===== config.mk =====
export PLATFORM = sky130hd
export DESIGN_NAME = alu_acc_ctrl
export DESIGN_NICKNAME = d
export VERILOG_FILES = /design/src/rtl/alu_acc_ctrl_pkg.sv /design/src/rtl/alu_acc_ctrl_key_debouncer.sv /design/src/rtl/alu_acc_ctrl.sv
export SDC_FILE = /design/constraint.sdc
export NUM_CORES = 1
export LEC_CHECK = 0
export BUFFER_PORTS_ARGS = -buffer_cell sky130_fd_sc_hd__buf_2
export CAP_MARGIN = 20
export CORE_MARGIN = 8
export CORE_UTILIZATION = 56
export DETAILED_ROUTE_END_ITERATION = 7
export PLACE_DENSITY = 0.85
export SLEW_MARGIN = 5
export SYNTH_ARGS = -nofsm -noshare
export SYNTH_HDL_FRONTEND = slang
export SYNTH_SLANG_ARGS = --single-unit

===== constraint.sdc =====
create_clock -name i_clk -period 2.6 [get_ports i_clk]
set_input_delay 0.78 -clock i_clk [delete_from_list [all_inputs] [get_ports i_clk]]
set_output_delay 0.78 -clock i_clk [all_outputs]
set_load 0.02 [all_outputs]

===== src/rtl/alu_acc_ctrl_pkg.sv =====
// Shared types and constants for the accumulator stage and its key debouncer.
package alu_acc_pkg;

    typedef enum logic [1:0] {IDLE, PRESS_WAIT, HELD, RELEASE_WAIT} deb_state_t;

    localparam int unsigned COUNT_W = 8;

endpackage


===== src/rtl/alu_acc_ctrl_key_debouncer.sv =====
// Push-button conditioner: 2-flop synchroniser plus press/release debounce FSM.
// Emits a single-cycle o_press for each accepted press.
module key_debouncer
    import alu_acc_pkg::*;
#(
    parameter int unsigned DEBOUNCE_CYCLES = 500000
) (
    input  logic i_clk,
    input  logic i_rst,
    input  logic i_key_n,
    output logic o_press
);

    localparam int unsigned CNT_W = $clog2(DEBOUNCE_CYCLES + 1);
    localparam logic [CNT_W-1:0] CNT_LAST = CNT_W'(DEBOUNCE_CYCLES - 1);

    logic [1:0]       sync;
    logic             key_s;
    deb_state_t       state, next_state;
    logic [CNT_W-1:0] cnt, next_cnt;

    // Synchroniser resets to the released level so reset never looks like a press.
    always_ff @(posedge i_clk or posedge i_rst) begin
        if (i_rst) sync <= 2'b11;
        else       sync <= {sync[0], i_key_n};
    end

    assign key_s = sync[1];

    always_ff @(posedge i_clk or posedge i_rst) begin
        if (i_rst) begin
            state <= IDLE;
            cnt   <= '0;
        end else begin
            state <= next_state;
            cnt   <= next_cnt;
        end
    end

    // next_cnt defaults to zero so any state change clears the counter.
    always_comb begin
        next_state = state;
        next_cnt   = '0;
        case (state)
            IDLE: begin
                if (!key_s) next_state = PRESS_WAIT;
            end
            PRESS_WAIT: begin
                if (key_s)                 next_state = IDLE;
                else if (cnt == CNT_LAST)  next_state = HELD;
                else                       next_cnt   = cnt + CNT_W'(1);
            end
            HELD: begin
                if (key_s) next_state = RELEASE_WAIT;
            end
            RELEASE_WAIT: begin
                if (!key_s)                next_state = HELD;
                else if (cnt == CNT_LAST)  next_state = IDLE;
                else                       next_cnt   = cnt + CNT_W'(1);
            end
            default: next_state = IDLE;
        endcase
    end

    always_comb begin
        o_press = 1'b0;
        if (state == PRESS_WAIT && !key_s && cnt == CNT_LAST) o_press = 1'b1;
    end

endmodule


===== src/rtl/alu_acc_ctrl.sv =====
// Accumulator stage behind the ALU: each debounced key press commits either the
// switch operand or the ALU result/carry, and counts commits.
module alu_acc_ctrl
    import alu_acc_pkg::*;
#(
    parameter int unsigned N               = 4,
    parameter int unsigned DEBOUNCE_CYCLES = 500000
) (
    input  logic               i_clk,
    input  logic               i_rst,
    input  logic               i_key_n,
    input  logic               i_load,
    input  logic [N-1:0]       i_operand,
    input  logic [N-1:0]       i_result,
    input  logic               i_carry_out,
    output logic [N-1:0]       o_acc,
    output logic               o_carry,
    output logic               o_strobe,
    output logic [COUNT_W-1:0] o_count
);

    logic press;

    key_debouncer #(
        .DEBOUNCE_CYCLES(DEBOUNCE_CYCLES)
    ) u_debouncer (
        .i_clk   (i_clk),
        .i_rst   (i_rst),
        .i_key_n (i_key_n),
        .o_press (press)
    );

    always_ff @(posedge i_clk or posedge i_rst) begin
        if (i_rst) begin
            o_acc    <= '0;
            o_carry  <= 1'b0;
            o_strobe <= 1'b0;
            o_count  <= '0;
        end else begin
            o_strobe <= press;
            if (press) begin
                if (i_load) begin
                    o_acc   <= i_operand;
                    o_carry <= 1'b0;
                end else begin
                    o_acc   <= i_result;
                    o_carry <= i_carry_out;
                end
                o_count <= o_count + 1'b1;
            end
        end
    end

endmodule


* Word-level counts from Yosys, hierarchy flattened
Index checks and enable logic that the tools add are counted.
** Operators by class
- Add/subtract/negate cells :: 2
- Eq/ne operators :: 8
- Mux-type cells :: 14
- Reductions and logical operators :: 5
** Operator list (number)
- 2-to-1 mux 19 bit :: 3
- case mux 19 bit (2 select lines) :: 1
- adder 19 x 1 -> 19 bit, second input constant :: 1
- equality test 19 bit, second input constant :: 1
- 2-to-1 mux 2 bit :: 6
- adder 8 x 1 -> 8 bit, second input constant :: 1
- case mux 2 bit (4 select lines) :: 1
- equality test 2 bit, second input constant :: 2
- 2-to-1 mux 4 bit :: 1
- AND reduction 4 bit :: 1
- inequality test 3 x 1 -> 1 bit, second input constant :: 1
- inequality test 3 bit, second input constant :: 1
- equality test 2 x 1 -> 1 bit, second input constant :: 1
- logical AND 1 bit :: 2
- logical NOT 2 bit :: 1
- 2-to-1 mux 1 bit :: 2
- inequality test 2 x 1 -> 1 bit, second input constant :: 1
- inequality test 2 bit, second input constant :: 1
- logical NOT 1 bit :: 1
** Storage, ports and cells
- Register bits :: 37
- Input bits :: 13
- Output and inout port bits :: 14

* Depth between registers and ports, before layout
- Depth in word-level cells :: 4
- Depth in mapped cells :: 6
- Depth with buffers taken out :: 5

* Cells and area by module
A second synthesis with hierarchy kept.
** Unflattened totals
- Cell total of the unflattened synthesis :: 162
- Area, all modules :: 1781.7 um2
** By module, submodules not included
- key_debouncer :: times used 1, cells an instance 111, area an instance 1178.6 um2, seq. area each 578.1 um2
- alu_acc_ctrl :: times used 1, cells an instance 51, area an instance 603.1 um2, seq. area each 350.3 um2

* Least setup slack after synthesis
Ideal clock, no wire load.
- Kind :: reg-to-reg
- Start :: register u_debouncer.cnt[0]
- End :: register o_count[1]
- Setup time :: 125 ps
- Data arrival time :: 1683 ps
- Required time :: 2475 ps
- Slack :: 792 ps
- Stages on the path, launching flop included :: 7
- Clock period less this slack :: 1808 ps
- Cells stage by stage :: dfrtp_1 -> ha_1 -> and4_1 -> nand4_4 -> or2_1 -> buf_2 -> mux2_4
** Between the ends
- Word-level cells in the longest chain between the ends :: 3
** RTL lines
- start, declared :: line alu_acc_ctrl_key_debouncer.sv:20 : logic [CNT_W-1:0] cnt, next_cnt;
- start signal, assigned :: line alu_acc_ctrl_key_debouncer.sv:36 : cnt <= next_cnt;
- equality test 19 bit :: line alu_acc_ctrl_key_debouncer.sv:67 : if (state == PRESS_WAIT && !key_s && cnt == CNT_LAST) o_press = 1'b1;
- logical AND 1 bit :: line alu_acc_ctrl_key_debouncer.sv:67
- 2-to-1 mux 1 bit :: line alu_acc_ctrl_key_debouncer.sv:67
- end signal, assigned :: line alu_acc_ctrl.sv:49 : o_count <= o_count + 1'b1;
- end, declared :: line alu_acc_ctrl.sv:19 : output logic [COUNT_W-1:0] o_count
Every way passes these cells.
A chain may end at the register's enable or synchronous reset.

* Worst setup path after layout
- Start :: register u_debouncer.cnt[9]
- End :: register o_count[1]
Same word-level chain as after synthesis.

==> summary.md <==
| Metric | Value |
|---|---|
| Status | `finished, final reports clean` |
| Remaining routing DRC violations | `0` |
| Most used DFF post-synth | `dfrtp_1` |
| Synthesis-stage register bit count | `37` |
| Ports | `27` |
| Post-CTS Setup Bufs | `0` |
| Critical path data required time | `2.85 ns` |
| Achievable frequency | `479 MHz` |
| Startpoint Class | `register` |
| Synth unique cells | `39` |
| P per Cell Area | `492 nW/um^2` |
| RSZ-0062 raised after global routing | `false` |
| Root buffer cell | `clkbuf_4` |
| Core area | `3280 sq um` |
| Dpl hpwl | `2660 microns` |
| Clock Path Buffers | `2` |
| Antenna viol nets, final | `0` |
| Row count | `21` |
| Vias in the first global route | `1,306` |
| Seq/Total Area, Yosys | `49.0%` |
| Syn_area_per_cell | `10.5 sq um` |
| Min-delay worst type | `register to register` |
| Clock sink count | `37` |
| Ys async rst share | `100%` |
| Total wire length | `3630 microns` |
| CTS buffer count | `5` |
| H-tree depth | `2` |
| Worst slew pin tran | `0.501 ns` |
| Post-layout power | `0.00105 W` |
| Vias per inst | `5.52` |
| Slowest cell on the critical path | `dfrtp_1` |
| Max incr delay on CP | `0.48 ns` |
| Area grow syn2layout | `12.3%` |
| Initial antenna violation count | `0` |
| Fin nets | `221` |
| Fin crit period | `2.09 ns` |
| Reg clk slew, reported paths | `0.11 ns` |
| Final cell utilization of the core | `64.8%` |
| Placed Area | `2040 sq um` |
| Global-route wire length before repair | `6120 microns` |
| Clock skew | `0.00724 ns` |
| Number of diodes | `0` |
| Yosys top cell by area | `dfrtp_1` |
| Gr ovfl total | `0` |
| CP Max Fanout | `12` |
| Setup Viol. Count Final | `0` |
| DR pass1 iterations | `5` |
| Crit path cell chain | `nor4b_4 > nand3_1 > or2_1 > mux2_4` |
| Tot GR Track Use | `14.7%` |
| CTS tree | `yes` |
| Net Count, Synth | `195` |
| Die H | `74.2 microns` |
| Synth top area share | `46.2%` |
| Post-CTS Resized | `0` |
| Starting DRT DRC Count | `91` |
| VDD IR max | `352 uV` |
| # port buffers | `26` |
| Warnings, synthesis | `0` |
| Max_slew headroom | `66.3%` |
| Setup TNS | `0 ns` |
| CP Class | `register to register` |
| Die span in x | `74.2 microns` |
| Clock latency on the worst-skew pair | `0.36 ns` |
| Final instance area | `2130 sq um` |
| CTS Hold Bufs | `0` |
| Post-synthesis cell count | `180` |
| Main area contributors after synthesis | `dfrtp_1 46%, xor2_1 5.5%, xnor2_1 4.6%, nor2_1 4.0%, nand3_1 3.4%` |
| Static Leak | `0.912 nW` |
| Vias | `1,397` |
| Area of the die | `5500 sq um` |
| Synth Cell Area | `1890 sq um` |
| Max-cap violations | `0` |
| Initial Util | `57.7%` |
| Per-cell routed wire length | `14.4 microns` |
| Period utilization | `80.3%` |
| EDFF count, synth | `0` |
| Final hold viol count | `0` |
| Max Slew Vio Count | `0` |
| Critical path endpoint category | `register` |
| Min Hold Slack | `0.366 ns` |
| Crit path DAT | `2.34 ns` |
| Placer Congestion | `0.841` |
| Largest net degree at the start of global routing | `38` |
| Share of cells above drive strength 1 | `23.7%` |
==> metrics by stage <==
stage               setup slack [ns]  std cells
global route                   0.390        253
floorplan                      0.792        180
global placement               0.654        245
detailed placement             0.521        245
CTS                            0.502        253
finish                         0.511        253
==> path summary, 6_finish.rpt <==
kind / startpoint / to / slack (ns) / cells after the start
max: u_debouncer.cnt[9] / o_count[1] / 0.51 / 4
min: u_debouncer.sync[0] / u_debouncer.sync[1] / 0.37 / 0
max reg2reg: u_debouncer.cnt[9] / o_count[1] / 0.51 / 4
min reg2reg: u_debouncer.sync[0] / u_debouncer.sync[1] / 0.37 / 0
max in group asynchronous: i_rst / u_debouncer.sync[1] / 1.76 / 3
min in group asynchronous: i_rst / u_debouncer.cnt[13] / 0.50 / 3
==> metal layers <==
| metal | share of wire [%] | up-vias | GRT usage, % |
|---|---|---|---|
| met2 | 47 | 28 | 22.5 |
| met5 | 0 | - | 0 |
| li1 | - | 687 | - |
| met3 | 4.9 | 9 | 4.04 |
| met1 | 46 | 673 | 18.2 |
| met4 | 1.9 | 0 | 8.65 |
==> cell usage after synthesis, types with 2 or more instances <==
master	number
nand4_4	2
nand4_1	7
xor2_1	12
buf_2	3
nand3_1	13
dfrtp_1	35
xnor2_1	10
nor2_1	20
ha_1	2
a21oi_1	2
nor4_1	9
nand2_1	9
nor3_1	5
dfstp_2	2
and4_1	2
nor4b_4	2
clkbuf_1	2
inv_1	6
o21ai_0	11
mux2i_1	6
and4bb_2	2
==> cells in the final DEF, fill, tap and decap left out, drive strengths merged, types with 3 or more instances in the layout <==
| cell | n |
|---|---|
| dfrtp | 35 |
| buf | 28 |
| nor2 | 20 |
| nand3 | 13 |
| xor2 | 12 |
| o21ai | 12 |
| xnor2 | 10 |
| nor4 | 9 |
| nand2 | 9 |
| nand4 | 9 |
| inv | 6 |
| mux2i | 6 |
| clkbuf | 6 |
| nor3 | 5 |
| or2 | 3 |
==> sequential cells by signal (all words and copies together), names as in the netlist, named ones only <==
register / flops
u_debouncer.cnt: 19
o_count: 8
o_acc: 4
u_debouncer.sync: 2
o_carry: 1
o_strobe: 1
u_debouncer.state: 1
==> worst max-delay path: cells and delay by family (launching register included) <==
| kind | cells | cell delay (ns) |
|---|---|---|
| flip-flops | 1 | 0.48 |
| AND/OR/NAND/NOR | 3 | 1.18 |
| multiplexers | 1 | 0.33 |
==> cell families after synthesis <==
family                     share of synthesized area (%)
buffers and inverters                               4.29
DFF                                                 49.0
xor gates and xnor gates                            10.2
and+or+nand+nor                                     26.5
muxes                                               3.96
adders and majority gates                           1.32
AOI/OAI and AO/OA                                   4.76
==> layout make-up <==
cell class | count | area (sq um)
Clock buffer | 6 | 51.3
Clock inverter | 2 | 37.5
Fill cell | 269 | 1160
Inverter | 6 | 22.5
Multi-Input combinational cell | 128 | 885
Sequential cell | 37 | 928
Tap cell | 46 | 57.6
Timing Repair Buffer | 28 | 145
==> report_power, final <==
group	internal [W]	switching, W	total [W]	leakage, nW
Sequential	0.000580	0.00000353	0.000584	0.481
Clock	0.000228	0.000195	0.000423	0.0445
Combinational	0.0000151	0.0000233	0.0000384	0.387
(Power assumes the default switching activity.)
